<file path="config.mk">
export PLATFORM = sky130hd
export DESIGN_NAME = stack_pop_rsp
export DESIGN_NICKNAME = d
export VERILOG_FILES = /design/src/rtl/stack_pkg.sv /design/src/rtl/stack_rsp_fifo.sv /design/src/rtl/stack_pop_rsp.sv
export SDC_FILE = /design/constraint.sdc
export NUM_CORES = 1
export LEC_CHECK = 0
export CORE_UTILIZATION = 44
export CTS_BUF_LIST = sky130_fd_sc_hd__clkbuf_4 sky130_fd_sc_hd__clkbuf_8
export DETAILED_ROUTE_END_ITERATION = 8
export HOLD_SLACK_MARGIN = 0.08
export PLACE_DENSITY = 0.72
export SLEW_MARGIN = 10
export SYNTH_ARGS = -nofsm -noshare
export SYNTH_HDL_FRONTEND = slang
export SYNTH_SLANG_ARGS = --single-unit
</file>
<file path="constraint.sdc">
create_clock -name clk -period 4.85 [get_ports clk]
set_clock_uncertainty 0.15 [all_clocks]
set_input_delay 1.455 -clock clk [delete_from_list [all_inputs] [get_ports clk]]
set_output_delay 1.455 -clock clk [all_outputs]
set_load 0.03 [all_outputs]
</file>
<file path="src/rtl/stack_pkg.sv">
// rtl/stack_pkg.sv - shared types and constants for the stack pop responder
package stack_pkg;

    localparam int STACK_W_DEF = 32;

    typedef struct packed {
        logic                   err;
        logic [STACK_W_DEF-1:0] data;
    } stack_rsp_t;

    typedef struct packed {
        logic vld;
        logic err;
    } stack_tok_t;

    // One slot per read in flight plus one for the response being held at the head.
    function automatic int stack_depth(input int rd_lat);
        return rd_lat + 1;
    endfunction

endpackage

</file>
<file path="src/rtl/stack_rsp_fifo.sv">
// rtl/stack_rsp_fifo.sv - small in-order valid/ready response FIFO with occupancy output
module stack_rsp_fifo #(
    parameter int DEPTH = 2,
    parameter int DW    = 33,
    localparam int AW   = (DEPTH > 1) ? $clog2(DEPTH) : 1,
    localparam int OW   = $clog2(DEPTH + 1)
) (
    input  logic          clk,
    input  logic          arst_n,
    input  logic [DW-1:0] i_tdata,
    input  logic          i_tvalid,
    output logic          o_tready,
    output logic [DW-1:0] o_tdata,
    output logic          o_tvalid,
    input  logic          i_tready,
    output logic [OW-1:0] o_occ
);

    logic [DW-1:0] r_mem [DEPTH];
    logic [AW-1:0] r_wr_ptr;
    logic [AW-1:0] r_rd_ptr;
    logic [OW-1:0] r_occ;
    logic          w_wr;
    logic          w_rd;

    // A full FIFO may still take a write when its head leaves in the same cycle.
    assign o_tvalid = (r_occ != '0);
    assign o_tready = (r_occ != OW'(DEPTH)) | i_tready;
    assign w_wr     = i_tvalid & o_tready;
    assign w_rd     = o_tvalid & i_tready;
    assign o_tdata  = o_tvalid ? r_mem[r_rd_ptr] : '0;
    assign o_occ    = r_occ;

    always_ff @(posedge clk) begin
        if (w_wr) begin
            r_mem[r_wr_ptr] <= i_tdata;
        end
    end

    always_ff @(posedge clk) begin
        if (!arst_n) begin
            r_wr_ptr <= '0;
            r_rd_ptr <= '0;
            r_occ    <= '0;
        end else begin
            if (w_wr) begin
                r_wr_ptr <= (r_wr_ptr == AW'(DEPTH - 1)) ? '0 : r_wr_ptr + AW'(1);
            end
            if (w_rd) begin
                r_rd_ptr <= (r_rd_ptr == AW'(DEPTH - 1)) ? '0 : r_rd_ptr + AW'(1);
            end
            case ({w_wr, w_rd})
                2'b10:   r_occ <= r_occ + OW'(1);
                2'b01:   r_occ <= r_occ - OW'(1);
                default: r_occ <= r_occ;
            endcase
        end
    end

endmodule

</file>
<file path="src/rtl/stack_pop_rsp.sv">
// rtl/stack_pop_rsp.sv - pop request responder: shadow count, credit gate, read delay pipe, response FIFO
module stack_pop_rsp
    import stack_pkg::*;
#(
    parameter int N      = 16,
    parameter int W      = 32,
    parameter int RD_LAT = 1,
    parameter int CNT_W  = $clog2(N + 1)
) (
    input  logic             clk,
    input  logic             arst_n,
    input  logic             i_push,
    input  logic             i_pop_req_vld,
    output logic             o_pop_req_rdy,
    output logic             o_cntrl_pop,
    input  logic [W-1:0]     i_mem_rdata,
    output logic             o_rsp_vld,
    input  logic             i_rsp_rdy,
    output logic [W-1:0]     o_rsp_data,
    output logic             o_rsp_err,
    output logic             o_empty,
    output logic [CNT_W-1:0] o_count
);

    localparam int DEPTH = stack_depth(RD_LAT);
    localparam int OW    = $clog2(DEPTH + 1);

    typedef struct packed {
        logic         err;
        logic [W-1:0] data;
    } rsp_t;

    logic [CNT_W-1:0] r_count;
    stack_tok_t       r_pipe [RD_LAT];
    stack_tok_t       w_exit;
    logic [OW-1:0]    w_inflight;
    logic [OW-1:0]    w_occ;
    logic [OW:0]      w_used;
    logic             w_accept;
    logic             w_has;
    logic             w_rsp_fire;
    logic             w_fifo_wr_rdy;
    rsp_t             w_wr_rsp;
    rsp_t             w_head;

    always_comb begin
        w_inflight = '0;
        for (int i = 0; i < RD_LAT; i++) begin
            w_inflight = w_inflight + OW'(r_pipe[i].vld);
        end
    end

    // A response leaving the FIFO this cycle frees its slot for a new accept, sustaining one pop per cycle.
    assign w_rsp_fire    = o_rsp_vld & i_rsp_rdy;
    assign w_used        = {1'b0, w_inflight} + {1'b0, w_occ} - (OW + 1)'(w_rsp_fire);
    assign o_pop_req_rdy = arst_n & ~i_push & (w_used < (OW + 1)'(DEPTH));
    assign w_accept      = i_pop_req_vld & o_pop_req_rdy;
    assign w_has         = (r_count != '0);
    assign o_cntrl_pop   = w_accept & w_has;

    assign o_empty = ~w_has;
    assign o_count = r_count;

    always_ff @(posedge clk) begin
        if (!arst_n) begin
            r_count <= '0;
        end else if (i_push) begin
            if (r_count != CNT_W'(N)) begin
                r_count <= r_count + CNT_W'(1);
            end
        end else if (o_cntrl_pop) begin
            r_count <= r_count - CNT_W'(1);
        end
    end

    // Empty-stack pops still travel the pipe so their error responses stay ordered behind real reads.
    always_ff @(posedge clk) begin
        if (!arst_n) begin
            for (int i = 0; i < RD_LAT; i++) begin
                r_pipe[i] <= '0;
            end
        end else begin
            r_pipe[0] <= '{vld: w_accept, err: w_accept & ~w_has};
            for (int i = 1; i < RD_LAT; i++) begin
                r_pipe[i] <= r_pipe[i-1];
            end
        end
    end

    assign w_exit   = r_pipe[RD_LAT-1];
    assign w_wr_rsp = '{err: w_exit.err, data: w_exit.err ? '0 : i_mem_rdata};

    stack_rsp_fifo #(
        .DEPTH (DEPTH),
        .DW    ($bits(rsp_t))
    ) u_rsp_fifo (
        .clk      (clk),
        .arst_n   (arst_n),
        .i_tdata  (w_wr_rsp),
        .i_tvalid (w_exit.vld),
        .o_tready (w_fifo_wr_rdy),
        .o_tdata  (w_head),
        .o_tvalid (o_rsp_vld),
        .i_tready (i_rsp_rdy),
        .o_occ    (w_occ)
    );

    assign o_rsp_err  = w_head.err;
    assign o_rsp_data = w_head.data;

    a_no_overflow: assert property (@(posedge clk) disable iff (!arst_n) w_exit.vld |-> w_fifo_wr_rdy);
    a_pop_legal:   assert property (@(posedge clk) disable iff (!arst_n) o_cntrl_pop |-> (!i_push && r_count != '0));
    a_count_max:   assert property (@(posedge clk) disable iff (!arst_n) r_count <= CNT_W'(N));

endmodule

</file>
==> run metrics <==
GR Layer Usage met2 28.7%; CP startpoint kind input port; largest net degree at the start of global routing 35; CP max FO 2; count leader, synth edfxtp_1; clk slew on worst S/H paths 0.08 ns; grt met3 use 3.98%; routed len/inst 14.1 um; 1st-iter DRT viols 74; utilization after layout 62.5%; clk_lat worst skew 0.34 ns; layout cells sized above 1 11.5%; Die ar. 8060 um^2; sequential-to-total area share from yosys stat 65.6%; gr usage total 16.8%; Vias per Instance 4.94; Synth area leader edfxtp_1; Worst R2R Start u_rsp_fifo.o_occ[1]; final hold violation count 0; post-placement cell count 432; commonest cells in the netlist edfxtp_1 (66), nor2_1 (42), mux2i_1 (33); Distinct cells, synth 32; Pwr Density 494 nW/um^2; async set or reset register ratio after synthesis 0%; routed wire length 6300 um; crit path kind input port to primary output; Data required, critical path 3.24 ns; Synth-to-Final Area Change 35.1%; clock sink total 78; RD Place Congestion 0.776; most used routing layer in global routing met2; post-synthesis net count 302; CTS tree built; Die Wd 89.8 um; most used flip-flop cell after synthesis edfxtp_1; Finished Layout Cells 447; minimum clock period 4.72 ns; R2R depth 13; Max Clk Rate 0.212 GHz; Vias 2206; top area cells in the synthesized netlist edfxtp_1 (58%), mux2i_1 (9.7%), dfxtp_1 (7.1%), nor2b_1 (5.9%), nor2_1 (4.7%); Setup crit end o_cntrl_pop; unrepaired setup endpoints after global routing no; CP arrival 3.11 ns; status completed; die span in y 89.8 um; worst hold path class register to register; Max Root-Sink Buffers 2; drt drc 0; fin crit share 97.2%; number of buffers added on ports 78; EDFF count, synth 66; drt first pass iters 4; Reg2Reg Setup Slack 2.07 ns; HPWL Detailed 4100 um; Internal Pwr Total 1.48 mW; GR met1 Demand/Resource 19.9%; io pins 79; fillers 564; Sequential Power Share 39.6%; Post-Syn Area 3390 um^2; Least-Margin Pin Slew 0.958 ns; post-synthesis register bit count 78; Root Driver clkbuf_8; gr ovfl total 0; max-slew violation count 0; Initial Utilization 46.2%; Worst Setup SP i_rsp_rdy; core box area 7330 um^2; top cell type's share of synthesized area 58.5%; initial antenna violation count 0; Max-slew headroom 36.0%; maxcap violations 0; Synth Warn # 0; NetSw 0.780 mW; average size of a mapped cell 13.1 um^2; wire length of the first global-routing pass 10400 um; power share of the clock group 22.0%; TNS Setup 0 ns; Max VDD drop 0.296 mV; # diodes 0; Gate power share 38.4%; CP Capture Type primary output; Switching Fraction 34.5%; TritonCTS buffer count 9; Reg-to-Reg End o_count[4]; Leak 1.56 nW; Rows 31; Nets 389; ANT nets after route 0; Setup Viol. Count Final 0; vias in the first global route 2207; # H-tree levels 3; Mapped Cells 258
worst min-delay path by stage:
stage | end | cells after the start | slack, ns | start
finish | o_count[3] | 2 | 0.36 | o_count[3]
global placement | o_count[3] | 2 | 0.34 | o_count[3]
floorplan | u_rsp_fifo.r_mem[0][32] | 0 | 0.36 | r_pipe[0][0]
detailed placement | o_count[3] | 2 | 0.34 | o_count[3]
global route | o_count[3] | 2 | 0.40 | o_count[3]
CTS | o_count[3] | 2 | 0.36 | o_count[3]
registers in the layout, indices dropped and copies added (netlist names), named ones only:
| register | cells |
|---|---|
| u_rsp_fifo.r_wr_ptr | 1 |
| u_rsp_fifo.r_rd_ptr | 1 |
| u_rsp_fifo.r_mem | 66 |
| o_count | 5 |
| u_rsp_fifo.o_occ | 2 |
| r_pipe | 2 |
metal layers:
metal,part of all wire [%],wire length (um)
met4,1.9,121
met3,3.9,248
met5,0,0
met1,45,2860
met2,49,3070
area by class of cell:
class / count / area, um^2 / area share, %
Sequential cell: 78 / 2220 / 48.6
Multi-Input combinational cell: 162 / 1160 / 25.4
Timing Repair Buffer: 87 / 842 / 18.4
Clock buffer: 9 / 124 / 2.71
Tap cell: 99 / 124 / 2.71
Clock inverter: 5 / 76.3 / 1.67
Inverter: 7 / 26.3 / 0.574
repair_timing:
| action | 4_1_cts | 5_1_grt |
|---|---|---|
| hold buffers | 0 | 0 |
| pin swaps | 5 | 1 |
| buffers inserted | 1 | 0 |
| hold endpoints to repair | 0 | 0 |
| endpoints found under the setup margin | 2 | 1 |
| gates resized for setup | 5 | 0 |
power by group through the flow:
stage          combinational, mW  clock, mW  sequential [mW]
6_report                   0.867      0.497            0.895
5_1_grt                    0.936      0.540            0.908
4_1_cts                    0.877      0.507            0.898
3_5_place_dp               0.871          0            0.912
3_3_place_gp               0.854          0            0.909
2_1_floorplan              0.555          0            0.900
cells in the final DEF (no fill, tap or decap), types with 5 or more instances in the layout:
cell type / n
clkdlybuf4s50_1: 75
buf_4: 10
nand3_1: 5
clkbuf_8: 9
nand2_1: 6
a21oi_1: 6
nor2_1: 38
edfxtp_1: 66
mux2i_1: 33
dfxtp_1: 11
nor2b_1: 32
inv_1: 6
through the flow:
step                      cell area [um^2]  power (mW)  setup slack [ns]  hold WS [ns]
after floorplan                       3440        1.46            0.0205         0.358
after global placement                4370        1.76            -0.284         0.345
after detailed placement              4370        1.78            -0.306         0.344
after CTS                             4580        2.28            0.0514         0.355
after global routing                  4580        2.38            0.0514         0.399
final                                 4580        2.26             0.134         0.359
cells by family (layout without fill, tap and decap cells):
family	count (synthesis)	after routing	share of synthesized area, %
AOI/OAI and AO/OA	16	16	2.99
xor gates and xnor gates	7	7	1.81
adders and majority gates	7	7	3.03
buffers and inverters	18	108	2.10
DFF	78	78	65.6
muxes	34	34	10.1
and+or+nand+nor	98	98	14.4
worst max-delay path, cell delays in order:
cell and delay (ns):
buf_2 0.11, and2_4 0.16, ha_4 0.20, nand2b_4 0.13
fa_2 0.53, nand2_2 0.07, nor3_4 0.14, nand2_2 0.10
nor2_4 0.08, buf_6 0.13
Power figures use the tool's default switching activity.
